==> src/rtl/hazard_pkg.sv <==
// rtl/hazard_pkg.sv - shared types and constants for the pipeline hazard controller
// Contents: ctrl_state_e (RUN/STALL/FLUSH/FREEZE), sb_entry_t (scoreboard entry),
// XZR_REG (register index that never creates a hazard).
package hazard_pkg;

  typedef enum logic [1:0] {
    RUN    = 2'd0,
    STALL  = 2'd1,
    FLUSH  = 2'd2,
    FREEZE = 2'd3
  } ctrl_state_e;

  typedef struct packed {
    logic       valid;
    logic [4:0] rd;
    logic       regwrite;
    logic       is_load;
    logic       flags_we;
  } sb_entry_t;

  localparam logic [4:0] XZR_REG = 5'd31;

endpackage

==> src/rtl/pipeline_hazard_ctrl_if.sv <==
// rtl/pipeline_hazard_ctrl_if.sv - ID-stage decode / pipeline-enable bundle
// master: decoder/datapath side, drives decoded ID bits, ex_br_taken, mem_busy
//         and receives the register enables.
// slave:  hazard controller side.
interface pipeline_hazard_ctrl_if;
  logic       id_valid;
  logic [4:0] id_rn;
  logic [4:0] id_rm;
  logic       id_use_rn;
  logic       id_use_rm;
  logic [4:0] id_rd;
  logic       id_regwrite;
  logic       id_is_load;
  logic       id_flags_we;
  logic       id_uses_flags;
  logic       ex_br_taken;
  logic       mem_busy;
  logic       pc_we;
  logic       ifid_we;
  logic       ifid_flush;
  logic       idex_bubble;
  logic       exmem_we;

  modport master (
    output id_valid, id_rn, id_rm, id_use_rn, id_use_rm, id_rd,
           id_regwrite, id_is_load, id_flags_we, id_uses_flags,
           ex_br_taken, mem_busy,
    input  pc_we, ifid_we, ifid_flush, idex_bubble, exmem_we
  );

  modport slave (
    input  id_valid, id_rn, id_rm, id_use_rn, id_use_rm, id_rd,
           id_regwrite, id_is_load, id_flags_we, id_uses_flags,
           ex_br_taken, mem_busy,
    output pc_we, ifid_we, ifid_flush, idex_bubble, exmem_we
  );
endinterface

==> src/rtl/hazard_scoreboard.sv <==
// rtl/hazard_scoreboard.sv - two-entry EX/MEM instruction scoreboard
// Ports: clk, reset (async active-low clear), hold (freeze both entries),
// bubble (ex <= invalid, mem <= ex), shift (ex <= din, mem <= ex),
// din (entry for the ID instruction), ex / mem (current entries).
module hazard_scoreboard
  import hazard_pkg::*;
(
  input  logic      clk,
  input  logic      reset,
  input  logic      hold,
  input  logic      bubble,
  input  logic      shift,
  input  sb_entry_t din,
  output sb_entry_t ex,
  output sb_entry_t mem
);

  always_ff @(posedge clk or negedge reset) begin
    if (!reset) begin
      ex  <= '0;
      mem <= '0;
    end else if (hold) begin
      ex  <= ex;
      mem <= mem;
    end else if (bubble) begin
      ex  <= '0;
      mem <= ex;
    end else if (shift) begin
      ex  <= din;
      mem <= ex;
    end
  end

endmodule

==> src/rtl/pipeline_hazard_ctrl.sv <==
// rtl/pipeline_hazard_ctrl.sv - load-use/flag hazard, branch flush and memory freeze control
// Ports: clk, reset (async active-low), bus (slave modport: decoded ID bits,
// ex_br_taken, mem_busy in; pc_we/ifid_we/ifid_flush/idex_bubble/exmem_we out),
// state (action taken at last edge), stall_cnt / flush_cnt (saturating).
module pipeline_hazard_ctrl
  import hazard_pkg::*;
#(
  parameter int         CNT_W = 16,
  parameter logic [4:0] XZR   = hazard_pkg::XZR_REG
) (
  input  logic                   clk,
  input  logic                   reset,
  pipeline_hazard_ctrl_if.slave  bus,
  output ctrl_state_e            state,
  output logic [CNT_W-1:0]       stall_cnt,
  output logic [CNT_W-1:0]       flush_cnt
);

  sb_entry_t   ex_e;
  sb_entry_t   mem_e;
  sb_entry_t   din;
  ctrl_state_e act;
  logic        rn_hit;
  logic        rm_hit;
  logic        load_use;
  logic        flag_use;
  logic        hz;

  assign din = '{valid:    bus.id_valid,
                 rd:       bus.id_rd,
                 regwrite: bus.id_regwrite,
                 is_load:  bus.id_is_load,
                 flags_we: bus.id_flags_we};

  // Only a load in EX needs a stall; ALU results and MEM-stage values are forwarded.
  assign rn_hit   = bus.id_use_rn && (bus.id_rn == ex_e.rd) && (bus.id_rn != XZR);
  assign rm_hit   = bus.id_use_rm && (bus.id_rm == ex_e.rd) && (bus.id_rm != XZR);
  assign load_use = ex_e.valid && ex_e.is_load && ex_e.regwrite && (rn_hit || rm_hit);
  assign flag_use = ex_e.valid && ex_e.flags_we && bus.id_uses_flags;
  assign hz       = bus.id_valid && (load_use || flag_use);

  always_comb begin
    act = RUN;
    if (bus.mem_busy)         act = FREEZE;
    else if (bus.ex_br_taken) act = FLUSH;
    else if (hz)              act = STALL;
  end

  always_comb begin
    bus.pc_we       = 1'b1;
    bus.ifid_we     = 1'b1;
    bus.ifid_flush  = 1'b0;
    bus.idex_bubble = 1'b0;
    bus.exmem_we    = 1'b1;
    if (!reset) begin
      // Hold the front end with NOPs loaded while in reset, whatever the inputs.
      bus.pc_we       = 1'b0;
      bus.ifid_we     = 1'b0;
      bus.ifid_flush  = 1'b1;
      bus.idex_bubble = 1'b1;
      bus.exmem_we    = 1'b0;
    end else begin
      case (act)
        FREEZE: begin
          bus.pc_we    = 1'b0;
          bus.ifid_we  = 1'b0;
          bus.exmem_we = 1'b0;
        end
        FLUSH: begin
          bus.ifid_flush  = 1'b1;
          bus.idex_bubble = 1'b1;
        end
        STALL: begin
          bus.pc_we       = 1'b0;
          bus.ifid_we     = 1'b0;
          bus.idex_bubble = 1'b1;
        end
        default: ;
      endcase
    end
  end

  hazard_scoreboard u_sb (
    .clk    (clk),
    .reset  (reset),
    .hold   (act == FREEZE),
    .bubble ((act == FLUSH) || (act == STALL)),
    .shift  (act == RUN),
    .din    (din),
    .ex     (ex_e),
    .mem    (mem_e)
  );

  always_ff @(posedge clk or negedge reset) begin
    if (!reset) begin
      state     <= RUN;
      stall_cnt <= '0;
      flush_cnt <= '0;
    end else begin
      state <= act;
      if ((act == STALL) && (stall_cnt != {CNT_W{1'b1}})) stall_cnt <= stall_cnt + 1'b1;
      if ((act == FLUSH) && (flush_cnt != {CNT_W{1'b1}})) flush_cnt <= flush_cnt + 1'b1;
    end
  end

endmodule

==> src/flat_wrapper.sv <==
// flat-port wrapper written by rule: the top's interface ports become plain ports
module pipeline_hazard_ctrl_flat import hazard_pkg::*;
#(
  parameter int         CNT_W = 16,
  parameter logic [4:0] XZR   = hazard_pkg::XZR_REG
)
  (clk, reset, state, stall_cnt, flush_cnt, bus_id_valid, bus_id_rn, bus_id_rm, bus_id_use_rn, bus_id_use_rm, bus_id_rd, bus_id_regwrite, bus_id_is_load, bus_id_flags_we, bus_id_uses_flags, bus_ex_br_taken, bus_mem_busy, bus_pc_we, bus_ifid_we, bus_ifid_flush, bus_idex_bubble, bus_exmem_we);
  pipeline_hazard_ctrl_if bus_i ();
  input  logic clk;
  input  logic reset;
  output ctrl_state_e state;
  output logic [CNT_W-1:0] stall_cnt;
  output logic [CNT_W-1:0] flush_cnt;
  input wire logic [$bits(bus_i.id_valid)-1:0] bus_id_valid;
  input wire logic [$bits(bus_i.id_rn)-1:0] bus_id_rn;
  input wire logic [$bits(bus_i.id_rm)-1:0] bus_id_rm;
  input wire logic [$bits(bus_i.id_use_rn)-1:0] bus_id_use_rn;
  input wire logic [$bits(bus_i.id_use_rm)-1:0] bus_id_use_rm;
  input wire logic [$bits(bus_i.id_rd)-1:0] bus_id_rd;
  input wire logic [$bits(bus_i.id_regwrite)-1:0] bus_id_regwrite;
  input wire logic [$bits(bus_i.id_is_load)-1:0] bus_id_is_load;
  input wire logic [$bits(bus_i.id_flags_we)-1:0] bus_id_flags_we;
  input wire logic [$bits(bus_i.id_uses_flags)-1:0] bus_id_uses_flags;
  input wire logic [$bits(bus_i.ex_br_taken)-1:0] bus_ex_br_taken;
  input wire logic [$bits(bus_i.mem_busy)-1:0] bus_mem_busy;
  output wire logic [$bits(bus_i.pc_we)-1:0] bus_pc_we;
  output wire logic [$bits(bus_i.ifid_we)-1:0] bus_ifid_we;
  output wire logic [$bits(bus_i.ifid_flush)-1:0] bus_ifid_flush;
  output wire logic [$bits(bus_i.idex_bubble)-1:0] bus_idex_bubble;
  output wire logic [$bits(bus_i.exmem_we)-1:0] bus_exmem_we;
  assign bus_i.id_valid = bus_id_valid;
  assign bus_i.id_rn = bus_id_rn;
  assign bus_i.id_rm = bus_id_rm;
  assign bus_i.id_use_rn = bus_id_use_rn;
  assign bus_i.id_use_rm = bus_id_use_rm;
  assign bus_i.id_rd = bus_id_rd;
  assign bus_i.id_regwrite = bus_id_regwrite;
  assign bus_i.id_is_load = bus_id_is_load;
  assign bus_i.id_flags_we = bus_id_flags_we;
  assign bus_i.id_uses_flags = bus_id_uses_flags;
  assign bus_i.ex_br_taken = bus_ex_br_taken;
  assign bus_i.mem_busy = bus_mem_busy;
  assign bus_pc_we = bus_i.pc_we;
  assign bus_ifid_we = bus_i.ifid_we;
  assign bus_ifid_flush = bus_i.ifid_flush;
  assign bus_idex_bubble = bus_i.idex_bubble;
  assign bus_exmem_we = bus_i.exmem_we;
  pipeline_hazard_ctrl #(.CNT_W(CNT_W), .XZR(XZR)) u_core (.clk(clk), .reset(reset), .bus(bus_i), .state(state), .stall_cnt(stall_cnt), .flush_cnt(flush_cnt));
endmodule
==> config.mk <==
export PLATFORM = sky130hd
export DESIGN_NAME = pipeline_hazard_ctrl_flat
export DESIGN_NICKNAME = d
export VERILOG_FILES = /design/src/rtl/hazard_pkg.sv /design/src/rtl/pipeline_hazard_ctrl_if.sv /design/src/rtl/hazard_scoreboard.sv /design/src/rtl/pipeline_hazard_ctrl.sv /design/src/flat_wrapper.sv
export SDC_FILE = /design/constraint.sdc
export NUM_CORES = 1
export LEC_CHECK = 0
export ABC_AREA = 1
export BUFFER_PORTS_ARGS = -buffer_cell sky130_fd_sc_hd__clkbuf_2
export CAP_MARGIN = 40
export CORE_MARGIN = 5
export CORE_UTILIZATION = 52
export CTS_CLUSTER_SIZE = 8
export DETAILED_ROUTE_END_ITERATION = 8
export GPL_ROUTABILITY_DRIVEN = 0
export PLACE_DENSITY = 0.79
export SYNTH_ARGS = -nofsm -noshare
export SYNTH_HDL_FRONTEND = slang
export SYNTH_SLANG_ARGS = --single-unit
export TNS_END_PERCENT = 10
==> constraint.sdc <==
create_clock -name clk -period 2.3 [get_ports clk]
set_input_delay 0.115 -clock clk [delete_from_list [all_inputs] [get_ports clk]]
set_output_delay 0.115 -clock clk [all_outputs]
set_load 0.01 [all_outputs]
# Word level (Yosys, flattened, before mapping)
# Index checks and enable logic that the tools add are counted.
[word_totals]
reg_bits = 43
latch_bits = 0
ram_bits = 0
romBits = 0
input_bits = 26
output_inout_bits = 39
memories = 0
[op_classes]
addsub = 2
n_mul = 0
div_mod_pow = 0
order_cmp = 0
n_eq_ne = 9
shifts = 0
n_mux = 13
n_bitwise = 1
n_reduce_logical = 20
[ops]
columns = ["op", "n"]
rows = [
  ["16-bit by 1-bit adder with 16-bit output, second input constant", 2],
  ["16-bit inequality test, second input constant", 2],
  ["9-bit two-way mux", 2],
  ["1-bit logical AND", 12],
  ["5-bit == test", 2],
  ["5-bit inequality test, second input constant", 2],
  ["1-bit two-way mux", 9],
  ["2-bit == test, second input constant", 2],
  ["2-bit two-way mux", 2],
  ["2-bit OR reduction", 2],
  ["1-bit logical OR", 3],
  ["2-bit by 1-bit == test with 1-bit output, second input constant", 1],
  ["2-bit logical NOT", 1],
  ["2-bit AND reduction", 1],
  ["2-bit nonzero test", 1],
  ["1-bit inverter", 1],
]

# Longest topological paths before layout
[depth]
depth_word = 14
mapped_depth = 17
ltp_nobuf = 17

# Modules after synthesis
# A second synthesis with hierarchy kept.
[hier_totals]
cells_unflattened = 333
hier_area_um2 = 2834.0
[by_module_without_submodules]
columns = ["mod", "n_inst", "cells_each", "area_per_inst_um2", "seq_area_each_um2"]
rows = [
  ["pipeline_hazard_ctrl", 1, 253, 1975.6, 850.8],
  ["hazard_scoreboard", 1, 80, 858.3, 450.4],
]

# Worst setup path after synthesis
# OpenSTA, ideal clock, no wires.
[synth_path]
kind = "register -> register"
startpoint = "register u_core.u_sb.ex[6] (netlist name)"
endpoint = "register u_core.stall_cnt[14]"
t_arrival_ns = 1.695
required_ns = 2.180
path_slack_ns = 0.485
path_stages_with_launch = 17
synth_period_minus_slack_ns = 1.815
cell_sequence = "dfrtp_1 > inv_1 > nand2_1 > nand2_1 > nor2_1 > nand4_1 > nand2_1 > nand2_1 > nand2_1 > nand2_1 > nand2_1 > ha_1 > nand2_2 > inv_2 > nand3_1 > o21ai_0 > nand2_1"
[synth_via]
elab_chain_cells = 12
word_cells_on_any_way = 15
classes_between = "eq/ne: 3; mux: 3; reduce/logical: 9"
[synth_rtl]
columns = ["element", "line_no", "source"]
rows = [
  ["start: declaration", "hazard_scoreboard.sv:14", "output sb_entry_t ex,"],
  ["start signal: assignment", "hazard_scoreboard.sv:29", "ex <= din;"],
  ["5-bit == test, on equally long branches", "pipeline_hazard_ctrl.sv:36, pipeline_hazard_ctrl.sv:37", ""],
  ["1-bit logical AND, on equally long branches (2 in series)", "pipeline_hazard_ctrl.sv:36, pipeline_hazard_ctrl.sv:37", ""],
  ["1-bit logical OR *", "pipeline_hazard_ctrl.sv:38", "assign load_use = ex_e.valid && ex_e.is_load && ex_e.regwrite && (rn_hit || rm_hit);"],
  ["1-bit logical AND *", "pipeline_hazard_ctrl.sv:38", ""],
  ["1-bit logical OR *", "pipeline_hazard_ctrl.sv:40", "assign hz = bus.id_valid && (load_use || flag_use);"],
  ["1-bit logical AND *", "pipeline_hazard_ctrl.sv:40", ""],
  ["1-bit two-way mux *", "pipeline_hazard_ctrl.sv:46", "else if (hz) act = STALL;"],
  ["2-bit two-way mux *", "pipeline_hazard_ctrl.sv:45", "else if (bus.ex_br_taken) act = FLUSH;"],
  ["2-bit two-way mux *", "pipeline_hazard_ctrl.sv:44", "if (bus.mem_busy) act = FREEZE;"],
  ["net u_core.act[0]", "pipeline_hazard_ctrl.sv:22", "ctrl_state_e act;"],
  ["2-bit by 1-bit == test with 1-bit output *", "pipeline_hazard_ctrl.sv:101", "if ((act == STALL) && (stall_cnt != {CNT_W{1'b1}})) stall_cnt <= stall_cnt + 1'b1;"],
  ["1-bit logical AND *", "pipeline_hazard_ctrl.sv:101", ""],
  ["end signal: assignment", "pipeline_hazard_ctrl.sv:101", ""],
  ["end: declaration", "pipeline_hazard_ctrl.sv:15", "output logic [CNT_W-1:0] stall_cnt,"],
]
# Mark *: on every way through the listed nets, which the timed path passes. The rest lies on a longest branch.
# A chain may end at the register's enable or synchronous reset.

# Worst setup path after layout
[layout_path]
startpoint = "register u_core.u_sb.ex[6] (netlist name)"
endpoint = "output port bus_idex_bubble"
[layout_via]
elab_chain_cells = 14
word_cells_on_any_way = 18
classes_between = "eq/ne: 4; mux: 5; reduce/logical: 9"
[layout_rtl]
columns = ["element", "line_no", "source"]
rows = [
  ["5-bit == test, on equally long branches", "pipeline_hazard_ctrl.sv:36, pipeline_hazard_ctrl.sv:37", ""],
  ["1-bit logical AND, on equally long branches (2 in series)", "pipeline_hazard_ctrl.sv:36, pipeline_hazard_ctrl.sv:37", ""],
  ["1-bit logical OR *", "pipeline_hazard_ctrl.sv:38", ""],
  ["1-bit logical AND *", "pipeline_hazard_ctrl.sv:38", ""],
  ["1-bit logical OR *", "pipeline_hazard_ctrl.sv:40", ""],
  ["1-bit logical AND *", "pipeline_hazard_ctrl.sv:40", ""],
  ["1-bit two-way mux *", "pipeline_hazard_ctrl.sv:46", ""],
  ["2-bit two-way mux *", "pipeline_hazard_ctrl.sv:45", ""],
  ["2-bit two-way mux *", "pipeline_hazard_ctrl.sv:44", ""],
  ["net u_core.act[0]", "pipeline_hazard_ctrl.sv:22", ""],
  ["2-bit by 1-bit == test with 1-bit output / 2-bit == test (equally long branches)", "pipeline_hazard_ctrl.sv:63", "case (act)"],
  ["2-bit OR reduction (no line) *", "n/a", ""],
  ["1-bit two-way mux *", "pipeline_hazard_ctrl.sv:63", ""],
  ["1-bit two-way mux *", "pipeline_hazard_ctrl.sv:55", "if (!reset) begin"],
  ["end: declaration", "flat_wrapper.sv:29", "output wire logic [$bits(bus_i.idex_bubble)-1:0] bus_idex_bubble;"],
]
# Marks and branches as above.

==> reports/qor.csv <==
stage,metric,value,unit
finish,Layout area overhead,23.23,%
cts,Num CTS Buffers,5,
die,core area,4414,um2
finish,"Core Util, Final",66.61,%
worst_setup_path,FF-to-FF path depth,16,
cts,worst skew pair latency,0.31,ns
placed_design,Placed Area,2771,um2
finish,# diodes,0,
synth,"Primary FF master, synth",dfrtp_1,
route,First DRT Iteration DRCs,151,
die,Die X,77.74,um
synth,largest family of logic cells by synthesized area,simple AND/OR/NAND/NOR gates,
finish,Sequential Area,1076,um2
timing,Hold Fails Final Rpt,0,
synth,area share of the largest cell type after synthesis,45.10,%
route,drt via density,5.005,
cts,CTS tree,built,
synth,complex-gate fraction of the synthesized area,3.776,%
worst_setup_path,CP endpoint kind,primary output,
synth,Post-Synth Simple-Gate Area,29.10,%
worst_setup_path,R2R Setup Slk,0.25,ns
timing,Final Skew,0.01398,ns
synth,post-synthesis adder-cell area fraction,2.622,%
cts,clk sinks,43,
global_routing,vias in the first global route,2099,
worst_setup_path,critical path's largest stage delay,0.40,ns
timing,final worst path period need,2.132,ns
worst_setup_path,critical path's slowest cell,dfrtp_1,
finish,fill count,392,
synth,Syn Inst Count,303,
die,row count,24,
timing,slew at the pin with the worst max-slew slack,0.4109,ns
worst_setup_path,Worst setup SP type,flop,
placed_design,number of port buffers,64,
synth,Unique masters post-synth,25,
synth,Synth area leaders,"dfrtp_1, nand2_1, inv_1",
run,Max Cap Viol,0,
die,Die ar.,6044,um2
placed_design,DP HPWL,4.267,mm
route,ANT nets after route,0,
synth,commonest cells in the synthesized netlist,"nand2_1, inv_1, dfrtp_1",
global_routing,largest net degree at the start of global routing,24,
synth,"FF+latch count, synth",43,
synth,Post-Syn Nets,334,
route,Initial DRT Pass Iterations,5,
global_routing,first-pass GRT wire length,9.432,mm
min_path,Hold Path Class,in2reg,
synth,Post-synth EDFFs,0,
finish,Final nets,407,
worst_setup_path,Critical Path Start,u_core.u_sb.ex[6]$_DFFE_PN0P_,
global_routing,GRT Total Usage,19.20,%
route,Via Count,2147,
status,status,"complete, no violations",
worst_setup_path,WS Path Type,reg2out,
power,power density cells,716.6,nW/um2
synth,synthesis warning total,0,
cts,clk buf depth,2,
worst_setup_path,Critical R2R Launch,u_core.u_sb.ex[6]$_DFFE_PN0P_,
timing,max-slew violation count,0,
cts,Root Buffer,clkbuf_8,
route,DRC violations left,0,
worst_setup_path,RR Endpoint,u_core.stall_cnt[8]$_DFFE_PN0P_,
synth,post-synth top area cell,dfrtp_1,
route,Avg WL per Cell,13.00,um
timing,Max Freq,0.4690,GHz
finish,share of cells above drive strength 1,25.20,%
die,initial cell density of the core,54.05,%
synth,Synth async-reset ratio,100.0,%
worst_setup_path,CP cell instances,"buf_4, nand2_1, o21ai_0, nand2_1, nand4_1, nand2_1, nand2_1, nand2_1, nand2_1, nand2_4, ha_4, inv_4, nand2_1, clkbuf_2",
worst_setup_path,largest fanout on the critical path,10,
global_routing,GRT Residual Overflow,0,
worst_setup_path,CP Data Required Time,2.18,ns
synth,synthesized area,2386,um2
synth,syn avg cell area,7.875,um2
placed_design,setup slack at placement,0.1667,ns
worst_setup_path,worst path arrival time,2.02,ns
power,worst vdd ir,0.0006020,V
synth,post-synthesis xor/xnor area fraction,10.59,%
power,LEAKAGE,1.632,nW
synth,sequential area share after synthesis,45.10,%
cts,"Reg clk slew, reported paths",0.09,ns
timing,worst setup margin,0.1678,ns
synth,mux share of post-synthesis cell area,0,%
finish,fin area,2940,um2
synth,most frequent cell after synthesis,nand2_1,
finish,multi-input logic area,1125,um2
worst_setup_path,cell mode on critical path,nand2_1,
timing,final cycle utilization of the critical path,92.71,%
die,IO Pins,65,
global_routing,antenna violations before repair,0,
route,DRT Wirelength,5.577,mm
die,Die H,77.74,um
timing,Max transition margin,72.58,%
cts,H-tree depth,2,
timing,final-report setup violation count,0,
worst_setup_path,Setup crit end,bus_idex_bubble,
## cell type report
cell class                 instances  area share [%]
clock inverter                     2           1.319
multi-input combinational        207           38.26
tap                               52           2.213
timing repair buffer              69           12.26
clock buffer                       6           2.809
sequential                        43           36.60
inverter                          50           6.553
## flip-flops by register name, indices dropped and copies added, names as in the netlist
signal,flops
u_core.u_sb.ex,9
u_core.flush_cnt,16
u_core.stall_cnt,16
u_core.state,2
## cell usage in the layout, fill, tap and decap left out, drive strengths merged
| cell | instances |
|---|---|
| clkinv | 1 |
| nand3 | 21 |
| nor4 | 2 |
| dlygate4sd3 | 1 |
| dfrtp | 43 |
| nand2 | 91 |
| nor3 | 8 |
| inv | 50 |
| nor2 | 24 |
| a21oi | 1 |
| o21ai | 17 |
| clkbuf | 70 |
| xnor2 | 8 |
| ha | 5 |
| xor2 | 20 |
| nand4 | 9 |
| nand3b | 1 |
| bufinv | 1 |
| buf | 4 |
## kinds of logic after synthesis
group,Yosys count
AOI/OAI and AO/OA,18
xor gates and xnor gates,28
adders and majority gates,5
buffers and inverters,53
DFF,43
and+or+nand+nor,156
## worst min path at each step
| stage | start | to | slack (ns) | cells past startpoint |
|---|---|---|---|---|
| floorplan | reset | u_core.flush_cnt[0]$_DFFE_PN0P_ | -0.18 | 0 |
| global placement | reset | u_core.stall_cnt[8]$_DFFE_PN0P_ | 0.15 | 2 |
| detailed placement | reset | u_core.stall_cnt[15]$_DFFE_PN0P_ | 0.15 | 2 |
| CTS | bus_id_is_load | u_core.u_sb.ex[1]$_DFFE_PN0P_ | 0.04 | 3 |
| global route | bus_id_flags_we | u_core.u_sb.ex[0]$_DFFE_PN0P_ | 0.06 | 3 |
| finish | bus_id_is_load | u_core.u_sb.ex[1]$_DFFE_PN0P_ | 0.04 | 3 |
## per-stage QoR
step | power (mW) | hold slack, ns | instances | TNS [ns]
4_1_cts | 2.114 | 0.03836 | 428 | 0
6_report | 2.107 | 0.04030 | 429 | 0
3_5_place_dp | 1.475 | 0.1530 | 419 | 0
2_1_floorplan | 1.261 | -0.1806 | 303 | 0
5_1_grt | 2.236 | 0.05873 | 429 | -0.06032
3_3_place_gp | 1.463 | 0.1532 | 419 | 0
## critical path: cells and delay by family (launching register included)
family	cells	cell delay, ns
DFF	1	0.40
and+or+nand+nor	9	0.54
adders and majority gates	1	0.25
AOI/OAI and AO/OA	1	0.15
buffers and inverters	3	0.36
## repair_timing
action | 4_1_cts | 5_1_grt
buffers inserted | 0 | 1
setup endpoints to repair | 1 | 4
hold endpoints to repair | 43 | 0
resized for setup | 1 | 7
hold buffers | 1 | 0
## routing by layer
metal,wire length [um],GRT usage (%)
met5,0,0
met3,316,4.398
met2,2765,31.47
met4,60,6.701
met1,2435,24.89
## power breakdown
group | internal (mW) | switching, mW | leakage, nW
clock | 0.357 | 0.280 | 0.0618
sequential | 0.866 | 0.130 | 0.530
combinational | 0.200 | 0.274 | 1.04
total | 1.42 | 0.683 | 1.63
Power figures use the tool's default switching activity.
